<file path="src/rtl/core_idecode_stage_if.sv">
// Fetch-to-decode and decode-to-EX handshake bundle.
// master is the fetch/EX side, slave is the decode stage.
interface core_idecode_stage_if;
   logic        IN_VALID;
   logic        IN_READY;
   logic [31:0] IN_INSTR;
   logic [31:0] IN_PC;
   logic        OUT_VALID;
   logic        OUT_READY;
   logic [31:0] OUT_PC;
   logic [31:0] OUT_IMM;
   logic [2:0]  OUT_FUNCT3;
   logic [6:0]  OUT_FUNCT7;
   logic [4:0]  OUT_RS1;
   logic [4:0]  OUT_RS2;
   logic [4:0]  OUT_RD;
   logic [13:0] OUT_CTRL;

   modport master (
      output IN_VALID, IN_INSTR, IN_PC, OUT_READY,
      input  IN_READY, OUT_VALID, OUT_PC, OUT_IMM,
      input  OUT_FUNCT3, OUT_FUNCT7, OUT_RS1, OUT_RS2,
      input  OUT_RD, OUT_CTRL
   );

   modport slave (
      input  IN_VALID, IN_INSTR, IN_PC, OUT_READY,
      output IN_READY, OUT_VALID, OUT_PC, OUT_IMM,
      output OUT_FUNCT3, OUT_FUNCT7, OUT_RS1, OUT_RS2,
      output OUT_RD, OUT_CTRL
   );
endinterface

</file>
<file path="src/rtl/core_idecode_stage.sv">
// RV32I(+M) decode stage: instruction queue, load-use stall,
// registered decoded bundle towards EX.
module core_idecode_stage #(
   parameter int QDEPTH   = 4,
   parameter bit ENABLE_M = 1'b0
) (
   input  logic                 CLK,
   input  logic                 NRST,
   input  logic                 FLUSH,
   input  logic                 EX_ISLOAD,
   input  logic [4:0]           EX_RD,
   core_idecode_stage_if.slave  bus
);
   localparam int AW = (QDEPTH > 1) ? $clog2(QDEPTH) : 1;

   localparam int C_IMM  = 0;
   localparam int C_ALU  = 1;
   localparam int C_BR   = 2;
   localparam int C_LD   = 3;
   localparam int C_ST   = 4;
   localparam int C_AW   = 5;
   localparam int C_R1   = 6;
   localparam int C_R2   = 7;
   localparam int C_JAL  = 8;
   localparam int C_JALR = 9;
   localparam int C_LUI  = 10;
   localparam int C_AUI  = 11;
   localparam int C_MUL  = 12;
   localparam int C_ILL  = 13;

   typedef logic [AW-1:0] ptr_t;
   typedef logic [AW:0]   cnt_t;

   typedef struct packed {
      logic [31:0] pc;
      logic [31:0] imm;
      logic [2:0]  funct3;
      logic [6:0]  funct7;
      logic [4:0]  rs1;
      logic [4:0]  rs2;
      logic [4:0]  rd;
      logic [13:0] ctrl;
   } id_ex_t;

   localparam cnt_t FULL = cnt_t'(QDEPTH);

   ptr_t        wptr_q, wptr_d;
   ptr_t        rptr_q, rptr_d;
   cnt_t        cnt_q, cnt_d;
   logic        out_valid_q, out_valid_d;
   id_ex_t      out_q, out_d;
   logic [31:0] pc_mem_q  [QDEPTH];
   logic [31:0] ins_mem_q [QDEPTH];

   logic        in_ready;
   logic        push;
   logic        pop;
   logic        hazard;
   logic [31:0] hd_ins;
   logic [31:0] hd_pc;
   logic [6:0]  op;
   logic [2:0]  f3;
   logic [6:0]  f7;
   logic [31:0] imm;
   logic [13:0] ctrl;
   logic        ill;
   id_ex_t      dec;

   assign hd_ins = ins_mem_q[rptr_q];
   assign hd_pc  = pc_mem_q[rptr_q];
   assign op     = hd_ins[6:0];
   assign f3     = hd_ins[14:12];
   assign f7     = hd_ins[31:25];

   always_comb begin
      ctrl = '0;
      imm  = '0;
      ill  = 1'b0;
      unique case (1'b1)
         (op == 7'h33): begin
            ctrl[C_ALU] = 1'b1;
            ctrl[C_AW]  = 1'b1;
            ctrl[C_R1]  = 1'b1;
            ctrl[C_R2]  = 1'b1;
            if (f7 == 7'h01) begin
               ill        = !ENABLE_M;
               ctrl[C_MUL] = ENABLE_M;
            end else if (f7 == 7'h20) begin
               ill = !((f3 == 3'd0) || (f3 == 3'd5));
            end else begin
               ill = (f7 != 7'h00);
            end
         end
         (op == 7'h13): begin
            ctrl[C_IMM] = 1'b1;
            ctrl[C_ALU] = 1'b1;
            ctrl[C_AW]  = 1'b1;
            ctrl[C_R1]  = 1'b1;
            imm = {{20{hd_ins[31]}}, hd_ins[31:20]};
            if (f3 == 3'd1) begin
               ill = (f7 != 7'h00);
            end else if (f3 == 3'd5) begin
               ill = (f7 != 7'h00) && (f7 != 7'h20);
            end
         end
         (op == 7'h03): begin
            ctrl[C_IMM] = 1'b1;
            ctrl[C_LD]  = 1'b1;
            ctrl[C_AW]  = 1'b1;
            ctrl[C_R1]  = 1'b1;
            imm = {{20{hd_ins[31]}}, hd_ins[31:20]};
         end
         (op == 7'h23): begin
            ctrl[C_IMM] = 1'b1;
            ctrl[C_ST]  = 1'b1;
            ctrl[C_R1]  = 1'b1;
            ctrl[C_R2]  = 1'b1;
            imm = {{20{hd_ins[31]}},
                   hd_ins[31:25], hd_ins[11:7]};
         end
         (op == 7'h63): begin
            ctrl[C_BR] = 1'b1;
            ctrl[C_R1] = 1'b1;
            ctrl[C_R2] = 1'b1;
            imm = {{19{hd_ins[31]}}, hd_ins[31],
                   hd_ins[7], hd_ins[30:25],
                   hd_ins[11:8], 1'b0};
         end
         (op == 7'h6F): begin
            ctrl[C_JAL] = 1'b1;
            ctrl[C_AW]  = 1'b1;
            imm = {{11{hd_ins[31]}}, hd_ins[31],
                   hd_ins[19:12], hd_ins[20],
                   hd_ins[30:21], 1'b0};
         end
         (op == 7'h67): begin
            ctrl[C_JALR] = 1'b1;
            ctrl[C_IMM]  = 1'b1;
            ctrl[C_AW]   = 1'b1;
            ctrl[C_R1]   = 1'b1;
            imm = {{20{hd_ins[31]}}, hd_ins[31:20]};
            ill = (f3 != 3'd0);
         end
         (op == 7'h37): begin
            ctrl[C_LUI] = 1'b1;
            ctrl[C_IMM] = 1'b1;
            ctrl[C_AW]  = 1'b1;
            imm = {hd_ins[31:12], 12'b0};
         end
         (op == 7'h17): begin
            ctrl[C_AUI] = 1'b1;
            ctrl[C_IMM] = 1'b1;
            ctrl[C_AW]  = 1'b1;
            imm = {hd_ins[31:12], 12'b0};
         end
         default: ill = 1'b1;
      endcase
      // Illegal bundles still flow to EX, but carry nothing to act on.
      if (ill) begin
         ctrl        = '0;
         ctrl[C_ILL] = 1'b1;
         imm         = '0;
      end
      if (hd_ins[11:7] == 5'd0) begin
         ctrl[C_AW] = 1'b0;
      end
   end

   always_comb begin
      dec.pc     = hd_pc;
      dec.imm    = imm;
      dec.funct3 = f3;
      dec.funct7 = f7;
      dec.rs1    = hd_ins[19:15];
      dec.rs2    = hd_ins[24:20];
      dec.rd     = hd_ins[11:7];
      dec.ctrl   = ctrl;
   end

   assign hazard = EX_ISLOAD && (EX_RD != 5'd0) &&
      ((ctrl[C_R1] && (hd_ins[19:15] == EX_RD)) ||
       (ctrl[C_R2] && (hd_ins[24:20] == EX_RD)));

   assign in_ready = (cnt_q != FULL);

   always_comb begin
      push = bus.IN_VALID && in_ready && !FLUSH;
      pop  = (cnt_q != '0) && !hazard && !FLUSH &&
             (!out_valid_q || bus.OUT_READY);
      wptr_d = push ? wptr_q + ptr_t'(1) : wptr_q;
      rptr_d = pop  ? rptr_q + ptr_t'(1) : rptr_q;
      case ({push, pop})
         2'b10:   cnt_d = cnt_q + cnt_t'(1);
         2'b01:   cnt_d = cnt_q - cnt_t'(1);
         default: cnt_d = cnt_q;
      endcase
      out_d       = pop ? dec : out_q;
      out_valid_d = out_valid_q;
      if (pop) begin
         out_valid_d = 1'b1;
      end else if (bus.OUT_READY) begin
         out_valid_d = 1'b0;
      end
      if (FLUSH) begin
         wptr_d      = '0;
         rptr_d      = '0;
         cnt_d       = '0;
         out_valid_d = 1'b0;
      end
   end

   always_ff @(posedge CLK or negedge NRST) begin
      if (!NRST) begin
         wptr_q      <= '0;
         rptr_q      <= '0;
         cnt_q       <= '0;
         out_valid_q <= 1'b0;
         out_q       <= '0;
      end else begin
         wptr_q      <= wptr_d;
         rptr_q      <= rptr_d;
         cnt_q       <= cnt_d;
         out_valid_q <= out_valid_d;
         out_q       <= out_d;
      end
   end

   // Storage is only read behind the count, so it needs no reset.
   always_ff @(posedge CLK) begin
      if (push) begin
         pc_mem_q[wptr_q]  <= bus.IN_PC;
         ins_mem_q[wptr_q] <= bus.IN_INSTR;
      end
   end

   assign bus.IN_READY   = in_ready;
   assign bus.OUT_VALID  = out_valid_q;
   assign bus.OUT_PC     = out_q.pc;
   assign bus.OUT_IMM    = out_q.imm;
   assign bus.OUT_FUNCT3 = out_q.funct3;
   assign bus.OUT_FUNCT7 = out_q.funct7;
   assign bus.OUT_RS1    = out_q.rs1;
   assign bus.OUT_RS2    = out_q.rs2;
   assign bus.OUT_RD     = out_q.rd;
   assign bus.OUT_CTRL   = out_q.ctrl;
endmodule
</file>
<file path="src/flat_wrapper.sv">
// flat-port wrapper written by rule: the top's interface ports become plain ports
module core_idecode_stage_flat 
#(
   parameter int QDEPTH   = 4,
   parameter bit ENABLE_M = 1'b0
)
  (CLK, NRST, FLUSH, EX_ISLOAD, EX_RD, bus_IN_VALID, bus_IN_INSTR, bus_IN_PC, bus_OUT_READY, bus_IN_READY, bus_OUT_VALID, bus_OUT_PC, bus_OUT_IMM, bus_OUT_FUNCT3, bus_OUT_FUNCT7, bus_OUT_RS1, bus_OUT_RS2, bus_OUT_RD, bus_OUT_CTRL);
  core_idecode_stage_if bus_i ();
  input  logic CLK;
  input  logic NRST;
  input  logic FLUSH;
  input  logic EX_ISLOAD;
  input  logic [4:0] EX_RD;
  input wire logic [$bits(bus_i.IN_VALID)-1:0] bus_IN_VALID;
  input wire logic [$bits(bus_i.IN_INSTR)-1:0] bus_IN_INSTR;
  input wire logic [$bits(bus_i.IN_PC)-1:0] bus_IN_PC;
  input wire logic [$bits(bus_i.OUT_READY)-1:0] bus_OUT_READY;
  output wire logic [$bits(bus_i.IN_READY)-1:0] bus_IN_READY;
  output wire logic [$bits(bus_i.OUT_VALID)-1:0] bus_OUT_VALID;
  output wire logic [$bits(bus_i.OUT_PC)-1:0] bus_OUT_PC;
  output wire logic [$bits(bus_i.OUT_IMM)-1:0] bus_OUT_IMM;
  output wire logic [$bits(bus_i.OUT_FUNCT3)-1:0] bus_OUT_FUNCT3;
  output wire logic [$bits(bus_i.OUT_FUNCT7)-1:0] bus_OUT_FUNCT7;
  output wire logic [$bits(bus_i.OUT_RS1)-1:0] bus_OUT_RS1;
  output wire logic [$bits(bus_i.OUT_RS2)-1:0] bus_OUT_RS2;
  output wire logic [$bits(bus_i.OUT_RD)-1:0] bus_OUT_RD;
  output wire logic [$bits(bus_i.OUT_CTRL)-1:0] bus_OUT_CTRL;
  assign bus_i.IN_VALID = bus_IN_VALID;
  assign bus_i.IN_INSTR = bus_IN_INSTR;
  assign bus_i.IN_PC = bus_IN_PC;
  assign bus_i.OUT_READY = bus_OUT_READY;
  assign bus_IN_READY = bus_i.IN_READY;
  assign bus_OUT_VALID = bus_i.OUT_VALID;
  assign bus_OUT_PC = bus_i.OUT_PC;
  assign bus_OUT_IMM = bus_i.OUT_IMM;
  assign bus_OUT_FUNCT3 = bus_i.OUT_FUNCT3;
  assign bus_OUT_FUNCT7 = bus_i.OUT_FUNCT7;
  assign bus_OUT_RS1 = bus_i.OUT_RS1;
  assign bus_OUT_RS2 = bus_i.OUT_RS2;
  assign bus_OUT_RD = bus_i.OUT_RD;
  assign bus_OUT_CTRL = bus_i.OUT_CTRL;
  core_idecode_stage #(.QDEPTH(QDEPTH), .ENABLE_M(ENABLE_M)) u_core (.CLK(CLK), .NRST(NRST), .FLUSH(FLUSH), .EX_ISLOAD(EX_ISLOAD), .EX_RD(EX_RD), .bus(bus_i));
endmodule
</file>
<file path="config.mk">
export PLATFORM = sky130hd
export DESIGN_NAME = core_idecode_stage_flat
export DESIGN_NICKNAME = d
export VERILOG_FILES = /design/src/rtl/core_idecode_stage_if.sv /design/src/rtl/core_idecode_stage.sv /design/src/flat_wrapper.sv
export SDC_FILE = /design/constraint.sdc
export NUM_CORES = 1
export LEC_CHECK = 0
export BUFFER_PORTS_ARGS = -buffer_cell sky130_fd_sc_hd__buf_2
export CAP_MARGIN = 20
export CORE_MARGIN = 2
export CORE_UTILIZATION = 35
export CTS_BUF_LIST = sky130_fd_sc_hd__clkbuf_16
export DETAILED_ROUTE_END_ITERATION = 10
export MAX_ROUTING_LAYER = met4
export SLEW_MARGIN = 20
export SYNTH_ARGS = -nofsm -noshare
export SYNTH_HDL_FRONTEND = slang
export SYNTH_SLANG_ARGS = --single-unit
</file>
<file path="constraint.sdc">
create_clock -name CLK -period 3.5 [get_ports CLK]
set_input_delay 0.7 -clock CLK [delete_from_list [all_inputs] [get_ports CLK]]
set_output_delay 0.7 -clock CLK [all_outputs]
set_load 0.01 [all_outputs]
</file>
==> impl_metrics.tcl <==
set metrics [dict create \
    placementRows 74 \
    hold_class "primary input to async pin" \
    synth-edff-count 256 \
    wl_met3_um 2307 \
    hpwl_um 22160 \
    die_y_um 207.1 \
    netlist_area_um2 14440 \
    crit_type "register to register" \
    cp_max_fo 63 \
    syn-instance-count 780 \
    grt_pass1_wl_um 51820 \
    fp.dieArea_um2 42900 \
    area_delta_synth_final_pct 22.11 \
    crit_path_end_kind "register" \
    start_util_pct 35.45 \
    syn_nets 860 \
    port_buffers 178 \
    yosys-top-cells-area "edfxtp_1 (53%), dfrtp_1 (19%), mux4_2 (9.8%)" \
    yosysWarnings 0 \
    wirelength_met1_um 15190 \
    async_reset_ff_share_pct 30.05 \
    core_um2 40740 \
    via_per_inst 4.952 \
    cts_tree "built" \
    ys_seq_area_share_pct 72.30 \
    max_freq_ghz 0.2989 \
    cp-start-kind "register" \
    synth.distinct_cells 62 \
    num_vias 7844 \
    synth_ff_type "edfxtp_1" \
    wl_um 33930 \
    syn_area_per_cell_um2 18.51 \
    final_max_slew_viol_count 0 \
    firstDrtPassIters 5 \
    irDropWorstVdd_mv 0.4555 \
    crit_required_ps 3920 \
    numCtsBuffers 40 \
    cpPeakStageDelay_ps 560 \
    p_total_uw 13160 \
    cts_hold_buf 0 \
    yosys.area.top_type_share_pct 53.24 \
    grtUsageTotal_pct 16.49 \
    wl_per_cell_um 21.42 \
    grt_max_degree 73 \
    synth_top_cell_by_area "edfxtp_1" \
    cp_common_cell "buf_12" \
    fill_cells 3680 \
    path_cells "buf_4, mux4_2, or4_4, nor4_2, o31a_2, o211ai_4, nand3_4, buf_12, buf_12, mux2_2" \
    grt_overflow 0 \
    drc 0 \
    clkLatencyLatePin_ps 560 \
    met2_wirelength_um 15730 \
    relSlewSlack_pct 49.44 \
    drt_iter0_drc 489 \
    grt_pass1_vias 8155 \
    die_x_um 207.1 \
    drive_gt1_share_pct 42.01 \
    status "finished clean" \
    fin_skew_ps 28.84 \
    worstMarginPinSlew_ps 758.4 \
    crit_path_top_delay_cell "or4_4" \
    period_minus_slack_ps 3345 \
    gp_congestion 0.8723 \
    antenna_left 0 \
    holdWs_ps 213.3 \
    clk_pin_slew_ps 60 \
    p_per_area_nw_per_um2 746.3 \
    nets 1094 \
    multi_input_area_um2 3764 \
    p_leak_uw 0.006721 \
    h-tree-depth 2 \
    io_pins 180 \
    arrival_ps 3770 \
    dr.max_layer_used "met4" \
    final_core_util_pct 43.28 \
    clock-root-buffer "clkbuf_16" \
    cts.sinks 366 \
    post-route-period-util_pct 95.58 \
    antenna_found_initial 7 \
    ys_ff_latch 366 \
    clock_path_buffers 3 \
    hold_viol 0 \
    regArea_um2 10450 \
    drv_cap 0 \
    setup_viol 0 \
]
-- per-layer routing --
layer	GRT usage (%)	up-vias
met4	4.828	0
met1	21.77	4022
li1	-	3560
met3	4.882	52
met5	-	-
met2	24.75	210
-- repair_timing --
item / 4_1_cts / 5_1_grt
buffers inserted: 0 / 8
gates resized for setup: 0 / 2
setup endpoints to repair: 0 / 45
-- cell families after synthesis --
logic type	synth area share (%)
AOI/OAI and AO/OA	5.883
xor gates and xnor gates	1.005
adders and majority gates	0.4852
buffers and inverters	1.950
DFF	72.30
muxes	14.03
other	0.02597
and+or+nand+nor	4.324
-- critical path: cells and delay by family, from the launching register on --
family          cells  cell delay, ps
flops               1             530
compound gates      2             320
simple gates        3             800
buf+inv             3             720
mux                 2             830
-- area by class of cell --
class | count | area share [%]
Clock buffer | 40 | 5.677
Antenna cell | 7 | 0.09934
Timing Repair Buffer | 232 | 8.167
Multi-Input combinational cell | 363 | 21.34
Inverter | 11 | 0.2342
Tap cell | 532 | 3.775
Clock inverter | 33 | 1.455
Sequential cell | 366 | 59.25
-- stage by stage --
step	worst slack (ps)	setup TNS (ps)	cells	instance area, um2
floorplan	2.891	0	780	14470
global placement	66.02	0	1496	16290
detailed placement	24.31	0	1496	16290
CTS	18.39	0	1569	17550
global route	-3.542	-3.542	1584	17630
finish	154.6	0	1584	17630
-- sequential cells by signal (all words and copies together) (netlist names) --
signal	flops
u_core.bus.OUT_CTRL	13
u_core.bus.OUT_FUNCT3	3
u_core.bus.OUT_FUNCT7	7
u_core.bus.OUT_IMM	32
u_core.bus.OUT_PC	32
u_core.bus.OUT_RD	5
u_core.bus.OUT_RS1	5
u_core.bus.OUT_RS2	5
u_core.bus.OUT_VALID	1
u_core.cnt_q	3
u_core.ins_mem_q	128
u_core.pc_mem_q	128
u_core.rptr_q	2
u_core.wptr_q	2
-- path summary, 6_finish.rpt --
path | from | end | slack (ps) | cells after the start
worst max-delay path | u_core.rptr_q[0]$_DFFE_PN0P_ | u_core.bus.OUT_PC[3]$_DFFE_PN0P_ | 150 | 10
worst min-delay path | NRST | u_core.bus.OUT_PC[19]$_DFFE_PN0P_ | 210 | 1
worst max register to register | u_core.rptr_q[0]$_DFFE_PN0P_ | u_core.bus.OUT_PC[3]$_DFFE_PN0P_ | 150 | 10
worst min register to register | u_core.bus.OUT_IMM[31]$_DFFE_PN0P_ | u_core.bus.OUT_IMM[31]$_DFFE_PN0P_ | 470 | 2
max in group asynchronous | NRST | u_core.bus.OUT_RS2[0]$_DFFE_PN0P_ | 2550 | 2
min in group CLK | bus_IN_INSTR[11] | u_core.ins_mem_q[2][11]$_DFFE_PP_ | 360 | 1
-- Yosys cell counts (3+ instances only) --
cell type	number
or4_1	3
o21ai_0	16
nand3b_1	4
buf_1	3
xnor2_1	11
a22oi_1	5
a21oi_1	6
a21o_1	20
nand2_1	62
buf_4	10
inv_1	11
clkbuf_1	10
edfxtp_1	256
nor2_1	13
dfrtp_1	110
nor2b_1	3
nand2b_1	5
o31ai_2	5
mux2_2	52
a211oi_1	11
xor2_1	3
o31ai_1	13
buf_6	5
a211oi_2	10
nor3_1	4
buf_2	12
ha_1	4
o21ai_1	3
nand4_1	3
mux4_2	63
and3_1	5
-- placed cells by master, fill, tap and decap left out, types with 6 or more instances in the layout --
| cell | count |
|---|---|
| edfxtp_1 | 256 |
| buf_2 | 177 |
| dfrtp_1 | 108 |
| mux4_2 | 63 |
| nand2_1 | 62 |
| mux2_2 | 52 |
| buf_4 | 43 |
| clkbuf_16 | 40 |
| inv_1 | 23 |
| a21o_1 | 20 |
| o21ai_0 | 14 |
| nor2_1 | 13 |
| o31ai_1 | 13 |
| xnor2_1 | 11 |
| a211oi_1 | 11 |
| buf_12 | 11 |
| a211oi_2 | 10 |
| clkinv_1 | 9 |
| diode_2 | 7 |
| a21oi_1 | 6 |
-- power breakdown --
part           internal, uW  switching [uW]
Combinational          1670            1900
Clock                  2370            1670
Sequential             5250             296
Note: power is estimated with default switching activity, not from simulation.
